$ cat config.mk
export PLATFORM = sky130hd
export DESIGN_NAME = mem_request_arbiter
export DESIGN_NICKNAME = d
export VERILOG_FILES = /design/src/rtl/mem_arb_pkg.sv /design/src/rtl/mem_request_arbiter.sv
export SDC_FILE = /design/constraint.sdc
export NUM_CORES = 1
export LEC_CHECK = 0
export BUFFER_PORTS_ARGS = -buffer_cell sky130_fd_sc_hd__buf_2
export CORE_ASPECT_RATIO = 1.4
export CORE_MARGIN = 4
export CORE_UTILIZATION = 30
export CTS_CLUSTER_SIZE = 20
export DETAILED_ROUTE_END_ITERATION = 12
export PLACE_DENSITY = 0.58
export SLEW_MARGIN = 20
export SYNTH_ARGS = -nofsm -noshare
export SYNTH_HDL_FRONTEND = slang
export SYNTH_SLANG_ARGS = --single-unit
export TNS_END_PERCENT = 10
$ cat constraint.sdc
create_clock -name clk -period 2.5 [get_ports clk]
set_clock_uncertainty 0.1 [all_clocks]
set_input_delay 0.25 -clock clk [delete_from_list [all_inputs] [get_ports clk]]
set_output_delay 0.25 -clock clk [all_outputs]
set_load 0.02 [all_outputs]
$ cat src/rtl/mem_arb_pkg.sv
// Shared types and constants for the memory request arbiter: FSM states, grant encoding,
// the fixed fetch funct3 and the default watchdog limit.
package mem_arb_pkg;

  typedef enum logic [1:0] {
    IDLE,
    ISSUE,
    WAIT,
    DONE
  } arb_state_t;

  typedef enum logic {
    GNT_FETCH,
    GNT_DATA
  } grant_t;

  localparam logic [2:0] FUNCT3_LW           = 3'b010;
  localparam int         DEFAULT_MEM_TIMEOUT = 4096;

endpackage

$ cat src/rtl/mem_request_arbiter.sv
// Arbitrates the core's fetch and data ports onto the single memory block, holding ce low for
// the whole access, capturing read data and guarding every access with a watchdog.
module mem_request_arbiter
  import mem_arb_pkg::*;
#(
  parameter int  TIMEOUT_CYCLES = DEFAULT_MEM_TIMEOUT,
  localparam int CNT_W          = $clog2(TIMEOUT_CYCLES + 1)
) (
  input  logic        clk,
  input  logic        reset_n,
  input  logic        if_req,
  input  logic [31:0] if_addr,
  output logic [31:0] if_rdata,
  output logic        if_done,
  output logic        if_fault,
  input  logic        d_req,
  input  logic        d_we,
  input  logic [2:0]  d_funct3,
  input  logic [31:0] d_addr,
  input  logic [31:0] d_wdata,
  output logic [31:0] d_rdata,
  output logic        d_done,
  output logic        d_fault,
  output logic        mem_ce,
  output logic [2:0]  mem_funct3,
  output logic [31:0] mem_addr,
  output logic [31:0] mem_datain,
  output logic        mem_write,
  input  logic [31:0] mem_dataout,
  input  logic        mem_busy,
  input  logic        mem_valid,
  input  logic        mem_fault
);

  localparam logic [CNT_W-1:0] WD_LAST = CNT_W'(TIMEOUT_CYCLES - 1);

  arb_state_t       state_q, state_d;
  grant_t           grant_q, grant_d;
  logic [CNT_W-1:0] wd_q, wd_d;

  logic        ce_d, write_d;
  logic [2:0]  funct3_d;
  logic [31:0] addr_d, datain_d;
  logic        if_done_d, if_fault_d, d_done_d, d_fault_d;
  logic [31:0] if_rdata_d, d_rdata_d;

  // Completion of the current access, routed to the granted port after the case.
  logic        finish, fin_fault, fin_upd;
  logic [31:0] fin_rdata;
  grant_t      fin_port;

  always_comb begin
    // NOTE: every signal written here gets a default first, so no path can infer a latch.
    state_d    = state_q;
    grant_d    = grant_q;
    wd_d       = wd_q;
    ce_d       = mem_ce;
    write_d    = mem_write;
    funct3_d   = mem_funct3;
    addr_d     = mem_addr;
    datain_d   = mem_datain;
    if_done_d  = 1'b0;
    d_done_d   = 1'b0;
    if_fault_d = if_fault;
    d_fault_d  = d_fault;
    if_rdata_d = if_rdata;
    d_rdata_d  = d_rdata;
    finish     = 1'b0;
    fin_fault  = 1'b0;
    fin_upd    = 1'b0;
    fin_rdata  = '0;
    fin_port   = grant_q;

    unique case (state_q)
      IDLE: begin
        if (d_req) begin
          grant_d  = GNT_DATA;
          funct3_d = d_funct3;
          addr_d   = d_addr;
          datain_d = d_wdata;
          write_d  = d_we;
          ce_d     = 1'b0;
          state_d  = ISSUE;
        end else if (if_req) begin
          grant_d  = GNT_FETCH;
          funct3_d = FUNCT3_LW;
          addr_d   = if_addr;
          datain_d = '0;
          write_d  = 1'b0;
          if (if_addr[1:0] != 2'b00) begin
            // Misaligned fetch never reaches memory; ce stays high.
            finish    = 1'b1;
            fin_fault = 1'b1;
            fin_upd   = 1'b1;
            fin_port  = GNT_FETCH;
          end else begin
            ce_d    = 1'b0;
            state_d = ISSUE;
          end
        end
      end

      ISSUE: begin
        wd_d    = '0;
        state_d = WAIT;
      end

      WAIT: begin
        wd_d = wd_q + CNT_W'(1);
        if (mem_fault) begin
          finish    = 1'b1;
          fin_fault = 1'b1;
          fin_upd   = 1'b1;
        end else if (mem_valid) begin
          finish    = 1'b1;
          fin_rdata = mem_dataout;
          fin_upd   = 1'b1;
        end else if (!mem_busy) begin
          // Busy dropping without valid ends stores and control reads; only reads capture data.
          finish    = 1'b1;
          fin_rdata = mem_dataout;
          fin_upd   = !mem_write;
        end else if (wd_q == WD_LAST) begin
          finish    = 1'b1;
          fin_fault = 1'b1;
          fin_upd   = 1'b1;
        end
      end

      DONE: begin
        state_d = IDLE;
      end

      default: state_d = IDLE;
    endcase

    if (finish) begin
      state_d = DONE;
      ce_d    = 1'b1;
      if (fin_port == GNT_FETCH) begin
        if_done_d  = 1'b1;
        if_fault_d = fin_fault;
        if (fin_upd) if_rdata_d = fin_rdata;
      end else begin
        d_done_d  = 1'b1;
        d_fault_d = fin_fault;
        if (fin_upd) d_rdata_d = fin_rdata;
      end
    end
  end

  always_ff @(posedge clk or negedge reset_n) begin
    if (!reset_n) begin
      state_q    <= IDLE;
      grant_q    <= GNT_FETCH;
      wd_q       <= '0;
      mem_ce     <= 1'b1;
      mem_funct3 <= '0;
      mem_addr   <= '0;
      mem_datain <= '0;
      mem_write  <= 1'b0;
      if_rdata   <= '0;
      if_done    <= 1'b0;
      if_fault   <= 1'b0;
      d_rdata    <= '0;
      d_done     <= 1'b0;
      d_fault    <= 1'b0;
    end else begin
      // NOTE: non-blocking assignments so every flop samples pre-edge values.
      state_q    <= state_d;
      grant_q    <= grant_d;
      wd_q       <= wd_d;
      mem_ce     <= ce_d;
      mem_funct3 <= funct3_d;
      mem_addr   <= addr_d;
      mem_datain <= datain_d;
      mem_write  <= write_d;
      if_rdata   <= if_rdata_d;
      if_done    <= if_done_d;
      if_fault   <= if_fault_d;
      d_rdata    <= d_rdata_d;
      d_done     <= d_done_d;
      d_fault    <= d_fault_d;
    end
  end

endmodule
# --- Yosys cells after proc, flatten, opt, wreduce, memory -nomap -nowiden ---
# Cells that the tools add are included.
op_classes:
  eq_ne: 7
  n_mux: 48
  n_reduce_logical: 15
  n_bitwise: 1
  add_sub_neg: 1
op_table:
  columns: ["cell", "n"]
  rows:
  - ["$mux W32", 8]
  - ["$mux W1", 29]
  - ["$pmux W13 S2", 1]
  - ["$add A13 B1 Y13 const B", 1]
  - ["$eq A13 B12 Y1 const B", 1]
  - ["$reduce_and A3 Y1", 4]
  - ["$mux W2", 4]
  - ["$ne A4 B4 Y1 const B", 2]
  - ["$reduce_bool A2 Y1", 4]
  - ["$mux W3", 2]
  - ["$pmux W1 S2", 3]
  - ["$pmux W2 S3", 1]
  - ["$reduce_and A2 Y1", 3]
  - ["$eq A2 B2 Y1 const B", 2]
  - ["$reduce_bool A4 Y1", 1]
  - ["$ne A3 B3 Y1 const B", 1]
  - ["$reduce_bool A3 Y1", 1]
  - ["$eq A2 B1 Y1 const B", 1]
  - ["$logic_not A2 Y1", 1]
  - ["$logic_not A1 Y1", 1]
  - ["$not A1 Y1", 1]
totals:
  out_inout_bits: 137
  wordCells: 86
  inputBits: 139
  regBits: 153

# --- Logic depth before layout (Yosys ltp) ---
# Gate-level depths: netlist (run 1).
logic_depth:
  ltp_word: 8
  ltp_mapped: 10
  depth_no_buf: 7

# --- Worst setup path after synthesis (run 1) ---
# Ideal clock, no wire load.
synth_timing:
  path_type: "flip-flop to flip-flop"
  startpoint: "register state_q[0]"
  endpoint: "register if_rdata[21]"
  slack_ns: 0.521
  n_path_buf: 3
  required_ns: 2.273
  setup_ns: 0.127
  t_arrival_ns: 1.752
  period_less_slack_ns: 1.979
  path_stages_with_launch: 11
  path_cell_list: "dfrtp_1 -> inv_1 -> ha_1 -> buf_2 -> inv_1 -> a21oi_1 -> o21ba_2 -> buf_2 -> nor2_2 -> buf_2 -> o22ai_1"
synth_between:
  elab_chain_len: 4
  elab_cells_between_ends: 8
  classes_between: "1 x eq/ne; 4 x mux; 1 x bitwise; 2 x reduce/logical"
synth_rtl:
  columns: ["element", "line_no", "source"]
  rows:
  - ["start, declared", "mem_request_arbiter.sv:37", "arb_state_t state_q, state_d;"]
  - ["start signal, assigned", "mem_request_arbiter.sv:170", "state_q <= state_d;"]
  - ["parallel branches: the longest is 4 deep, another holds $reduce_and A3 Y1", null, null]
  - ["end signal, assigned", "mem_request_arbiter.sv:178", "if_rdata <= if_rdata_d;"]
  - ["end, declared", "mem_request_arbiter.sv:13", "output logic [31:0] if_rdata,"]
# Several ways; the timed one is not identified.
# A chain may end at the register's enable or synchronous reset.

# --- Worst setup path in the final report (run 1) ---
layout_timing:
  startpoint: "register state_q[0]"
  endpoint: "register if_rdata[23]"
# The elaborated chain is that of the path after synthesis.

==> run_results.csv, run 1 <==
group,metric,value,unit
floorplanning,io_pins,276,
clocking,clock_sinks,153,
global_routing,grt_pass1_vias,6191,
finish,drive_gt1_share,33.8,%
synth,synth-async-reset-ratio,100,%
placement,place.gp.congestion,0.776,
drt,via_per_inst,4.64,
floorplanning,dieHeight,182,um
status,outcome,"finished, final reports clean",
pwr,p_sw,4.27,mW
finish,diodes,0,
synth,syn-cell-area,6450,um^2
placement,portBuffers,275,
timing,rsz0062_at_grt,"no",
timing,setup_violations,0,
synth,synth_nets,812,
finish,fillers,2075,
synth,yosys.area.top_type,"dfrtp_1",
timing,worst_slew_pin_slew,0.830,ns
timing,final-hold-violation-count,0,
floorplanning,core_region_area,21200,um^2
pwr,sequentialPowerShare,35.0,%
timing,whs,0.0227,ns
clocking,cts_hold_repair.buffers,58,
clocking,cts_tree,"done",
clocking,h-tree-depth,4,
clocking,cts_setup_buffers,0,
floorplanning,placementRows,63,
clocking,clock_path_buffers,2,
critical_path,slowest_delay,0.60,ns
synth,synthFlopType,"dfrtp_1",
synth,synth-seq-cells,153,
critical_path,critical_path.max_fanout,32,
clocking,cts_resized,0,
critical_path,cpLargestDelayFamily,"simple AND/OR/NAND/NOR gates",
synth,synth_edf_count,0,
global_routing,grt_pass1_wl,31.4,mm
floorplanning,fp.dieW,132,um
placement,placed_cell_area,8220,um^2
synth,syn_avg_cell_area,9.66,um^2
pwr,power.density,1130,nW/um^2
timing,setup_tns,0,ns
synth,ys_types,41,
clocking,cts_buffers,17,
clocking,clk-insertion-delay-late,0.42,ns
drt,drt-initial-drc-count,205,
timing,slew_viol_final,0,
drt,drc_errors,0,
critical_path,crit_buf_inv,1,
timing,fmax,448,MHz
synth,synth_area_leaders,"dfrtp_1, nand2_1, mux2i_1, o21ai_0, nand3_1",
synth,yosysWarnings,0,
pwr,power_frac_comb,38.5,%
pwr,p_sw_share,39.9,%
synth,synth_top_area_share,59.0,%
pwr,vdd_drop_max,498,uV
pwr,p_int,6.43,mW
timing,finalCritPeriodShare,89.3,%
synth,synthCells,668,
finish,fin_nets,1138,
placement,post-dp-hpwl,13.6,mm
drt,totalWireLength,19.1,mm
pwr,p_clk_share,26.6,%
critical_path,required,2.66,ns
timing,slew-limit-headroom,44.7,%
floorplanning,die_area,23900,um^2
clocking,clk_pin_slew_worst_paths,0.07,ns
critical_path,path_cells,"inv_1 -> ha_1 -> nand3b_1 -> nor4_4 -> o21ba_2 -> nor2_4 -> o22ai_1",
global_routing,grt_overflow,0,
global_routing,antenna_found_initial,2,
drt,wl_per_cell,15.1,um
finish,design_area,9460,um^2
critical_path,crit_type,"reg2reg",
critical_path,crit_path_top_delay_cell,"nor2_4",
clocking,root_buffer,"clkbuf_16",
drt,num_vias,5884,
finish,area_growth,46.6,%
critical_path,arrival,2.39,ns
drt,firstDrtPassIters,4,
hold_path,hold_path.class,"in2reg",
critical_path,cp-start-kind,"register",
critical_path,crit_path_end_kind,"register",
global_routing,gr-usage-all-layers,16.2,%
run,maxCapViolCount,0,
pwr,p_leak,4.94,nW
floorplanning,start_util,30.4,%
timing,min_period,2.23,ns
global_routing,grt_max_degree,85,
synth,ys_seq_area_share,59.4,%
drt,drtAntennaViolNets,0,
final timing paths:
kind	startpoint	to	slack (ns)	depth (start not counted)
setup reg to reg	state_q[0]	if_rdata[23]	0.27	7
max in group asynchronous	reset_n	d_rdata[17]	1.31	3
min in group asynchronous	reset_n	mem_datain[31]	0.29	2
setup / recovery	state_q[0]	if_rdata[23]	0.27	7
hold reg to reg	mem_datain[7]	mem_datain[7]	0.36	2
hold / removal	mem_dataout[14]	if_rdata[14]	0.02	3
state kept, by name, summed over array words and instances, names as in the netlist, 2 cells and up:
| signal | flops |
|---|---|
| wd_q | 13 |
| d_rdata | 32 |
| mem_datain | 32 |
| mem_funct3 | 3 |
| state_q | 2 |
| if_rdata | 32 |
| mem_addr | 32 |
worst min-delay path, stage by stage:
cell     delay, ns
buf_2         0.11
nand2_1       0.07
o22ai_1       0.07
per-stage QoR:
stage	utilization (%)	instances	worst slack, ns	power, mW
floorplan	-	668	0.521	6.26
global placement	38.7	1177	-0.122	7.82
detailed placement	38.8	1177	0.265	7.90
CTS	44.6	1267	0.243	10.9
global route	44.6	1267	0.123	11.4
finish	44.6	1267	0.268	10.7
power groups by stage:
stage	Combinational [mW]	Sequential [mW]	Clock, mW
after floorplan	1.49	4.77	0
after global placement	4.07	3.76	0
after detailed placement	4.12	3.78	0
after CTS	4.18	3.76	2.93
after global routing	4.54	3.86	3.04
final	4.12	3.74	2.84
Yosys cell counts, types with 2 or more instances:
| cell | number |
|---|---|
| a21oi_1 | 4 |
| a22o_1 | 3 |
| and3_1 | 2 |
| buf_2 | 7 |
| clkbuf_1 | 36 |
| dfrtp_1 | 152 |
| ha_1 | 5 |
| inv_1 | 10 |
| mux2i_1 | 33 |
| nand2_1 | 208 |
| nand3_1 | 43 |
| nand4_1 | 3 |
| nor2_1 | 17 |
| nor3_1 | 2 |
| o21ai_0 | 60 |
| o21ai_1 | 19 |
| o22ai_1 | 34 |
| o31ai_1 | 3 |
| or3_1 | 2 |
| xnor2_1 | 2 |
| xor2_1 | 3 |
cell usage in the layout, fill, tap and decap left out, types with 4 or more instances in the layout:
master	synthesis	layout
a21oi_1	4	4
buf_12	0	4
buf_2	7	274
buf_4	0	16
bufinv_16	0	4
clkbuf_16	0	17
dfrtp_1	152	152
dlygate4sd3_1	0	58
ha_1	5	4
inv_1	10	10
mux2i_1	33	33
nand2_1	208	208
nand3_1	43	43
nor2_1	17	16
o21ai_0	60	60
o21ai_1	19	18
o22ai_1	34	34
final cells by class:
type	count	area (um^2)	area share, %
Sequential cell	153	3830	40.5
Multi-Input combinational cell	459	2440	25.8
Timing Repair Buffer	353	2160	22.9
Clock buffer	19	453	4.79
Tap cell	260	325	3.44
Clock inverter	13	205	2.17
Inverter	10	37.5	0.397
cell families after synthesis:
logic type               count (synthesis)  synth area share [%]
multiplexers                            34                  5.29
flip-flops                             153                  59.4
adder cells (fa/ha/maj)                  5                 0.970
XOR/XNOR                                 5                 0.679
buffers and inverters                   56                  3.53
AND/OR/NAND/NOR                        284                  18.5
AO/OA/AOI/OAI                          131                  11.6
layer usage:
layer | GRT usage, % | part of all wire, % | vias up
li1 | - | - | 2923
met1 | 18.6 | 40 | 2718
met2 | 28.7 | 51 | 200
met3 | 4.57 | 6.0 | 39
met4 | 6.26 | 2.9 | 4
met5 | 0 | 0.11 | -
No activity file was read; power rests on OpenSTA's default activity.
==> run 2: changes to the inputs <==
--- a/config.mk
+++ b/config.mk
@@ -9,6 +9,7 @@
 export CORE_ASPECT_RATIO = 1.4
 export CORE_MARGIN = 4
 export CORE_UTILIZATION = 30
+export CTS_BUF_LIST = sky130_fd_sc_hd__clkbuf_4
 export CTS_CLUSTER_SIZE = 20
 export DETAILED_ROUTE_END_ITERATION = 12
 export PLACE_DENSITY = 0.58
==> run 2 against run 1 <==
  * Power fell by 8.4%
  * Critical endpoint is now mem_write
  * Sequential share of layout area shrank 2.0 points
  * Non-clock buffer count is 80 higher
  * Final cell count is 6.5% higher
  * Core utilization up 2.3 points
  * Maximum frequency shrank 4.4%
==> run_results.csv, run 2 (synthesized netlist as in run 1, its figures left out) <==
group,metric,value,unit
placement,placed_cell_area,8220,um^2
clocking,cts_tree,"done",
timing,finalCritPeriodShare,93.3,%
finish,final_cell_mix,"buf_2, nand2_1, dfrtp_1",
placement,portBuffers,275,
finish,fillers,1997,
floorplanning,placementRows,63,
critical_path,cp-start-kind,"register",
pwr,total_power,9.80,mW
drt,via_per_inst,4.64,
finish,final_cells,1349,
timing,slew-limit-headroom,43.7,%
pwr,vdd_drop_max,488,uV
critical_path,arrival,2.71,ns
timing,setup_slack,0.166,ns
global_routing,gr-usage-all-layers,17.2,%
clocking,clk-insertion-delay-late,0.52,ns
floorplanning,core_region_area,21200,um^2
hold_path,whs_path_depth,3,
finish,final_common_cell,"buf_2",
pwr,p_sw,4.22,mW
critical_path,rr_worst_depth,7,
global_routing,grt_overflow,0,
drt,drt-initial-drc-count,237,
drt,wl_per_cell,15.2,um
hold_path,hold_path.class,"in2reg",
finish,design_area,9940,um^2
timing,fmax,429,MHz
floorplanning,die_area,23900,um^2
finish,multi_input_area,2440,um^2
status,outcome,"finished, final reports clean",
clocking,clock_path_buffers,2,
critical_path,critical_path.max_fanout,35,
pwr,sequentialPowerShare,38.2,%
pwr,power.density,986,nW/um^2
pwr,p_int,5.58,mW
critical_path,crit_type,"reg2reg",
critical_path,required,2.87,ns
floorplanning,start_util,30.4,%
clocking,clock_sinks,153,
global_routing,grt_pass1_vias,6632,
floorplanning,dieHeight,182,um
finish,area_growth,54.1,%
clocking,root_buffer,"clkbuf_4",
drt,firstDrtPassIters,4,
pwr,power_frac_comb,43.7,%
timing,setup_violations,0,
timing,worst_slew_pin_slew,0.844,ns
critical_path,worstReg2RegEnd,"mem_write",
global_routing,grt_pass1_wl,33.5,mm
clocking,cts_resized,0,
placement,post-place-ws,0.265,ns
global_routing,antenna_found_initial,2,
timing,setup_tns,0,ns
placement,place_inst,1177,
placement,post-dp-hpwl,13.6,mm
clocking,cts_setup_buffers,0,
critical_path,worst-r2r-setup-slack,0.17,ns
pwr,p_leak,5.13,nW
timing,rsz0062_at_grt,"no",
clocking,clk_pin_slew_worst_paths,0.13,ns
clocking,h-tree-depth,4,
drt,num_vias,6257,
finish,fin_nets,1218,
timing,final-hold-violation-count,0,
global_routing,grt_max_degree,85,
critical_path,crit_path_end_kind,"register",
run,maxCapViolCount,0,
finish,seqCellArea,3830,um^2
drt,drtAntennaViolNets,0,
finish,drive_gt1_share,31.1,%
floorplanning,fp.dieW,132,um
drt,totalWireLength,20.5,mm
timing,min_period,2.33,ns
timing,slew_viol_final,0,
critical_path,rr_startpoint,"state_q[0]",
hold_path,whs_endpoint,"grant_q",
hold_path,hold_path.startpoint,"d_req",
floorplanning,io_pins,276,
clocking,cts_hold_repair.buffers,138,
pwr,p_sw_share,43.0,%
pwr,p_clk_share,18.1,%
clocking,cts_buffers,17,
drt,drc_errors,0,
placement,place.gp.congestion,0.776,
run 2: cell types whose count changed in the layout (fill, tap and decap cells not counted), sizes merged:
| cell | change |
|---|---|
| clkbuf | -2 |
| dlygate4sd3 | +80 |
| diode | +2 |
| clkinv | +2 |
run 2: layout make-up:
cell class / instances / area share [%]
diodes: 2 / 0.0503
clock buffers: 17 / 1.28
clock inverters: 15 / 2.14
inverters: 10 / 0.378
multi-input cells: 459 / 24.6
flip-flops and latches: 153 / 38.5
well taps: 260 / 3.27
repair buffers: 433 / 29.8
run 2: worst max path at each step:
stage                     slack [ns]  depth (start not counted)             to       start
after floorplan                 0.52                         10   if_rdata[21]  state_q[0]
after global routing            0.07                          7      mem_write  state_q[0]
final                           0.17                          7      mem_write  state_q[0]
after global placement         -0.12                          7   if_rdata[31]  state_q[0]
after CTS                       0.22                          7  mem_funct3[0]  state_q[0]
after detailed placement        0.26                          7   if_rdata[24]  state_q[0]
run 2: per-stage QoR:
stage / hold slack [ns] / utilization (%)
2_1_floorplan: -0.146 / -
3_3_place_gp: 0.179 / 38.7
3_5_place_dp: 0.180 / 38.8
4_1_cts: 0.0220 / 46.9
5_1_grt: 0.0790 / 46.9
6_report: 0.0904 / 46.9
run 2: critical path: stages, from the launching register on:
cell and delay, ns:
dfrtp_1 0.45, inv_1 0.09, buf_4 0.13, ha_2 0.28, buf_4 0.41, nand3_1 0.14
dlygate4sd3_1 0.60, nand2_1 0.08
run 2: routing by layer:
| metal | part of all wire, % | vias to the layer above | GRT usage, % |
|---|---|---|---|
| met5 | 0 | - | 0 |
| met4 | 2.7 | 0 | 6.47 |
| met3 | 5.7 | 38 | 4.32 |
| met2 | 52 | 224 | 31.2 |
| met1 | 40 | 2914 | 19.5 |
| li1 | - | 3081 | - |
run 2: power groups by stage:
| stage | logic (mW) | registers, mW | clock network [mW] |
|---|---|---|---|
| floorplan | 1.49 | 4.77 | 0 |
| global placement | 4.07 | 3.76 | 0 |
| detailed placement | 4.12 | 3.78 | 0 |
| finish | 4.28 | 3.74 | 1.78 |
| CTS | 4.30 | 3.74 | 1.87 |
| global route | 4.70 | 3.85 | 1.95 |
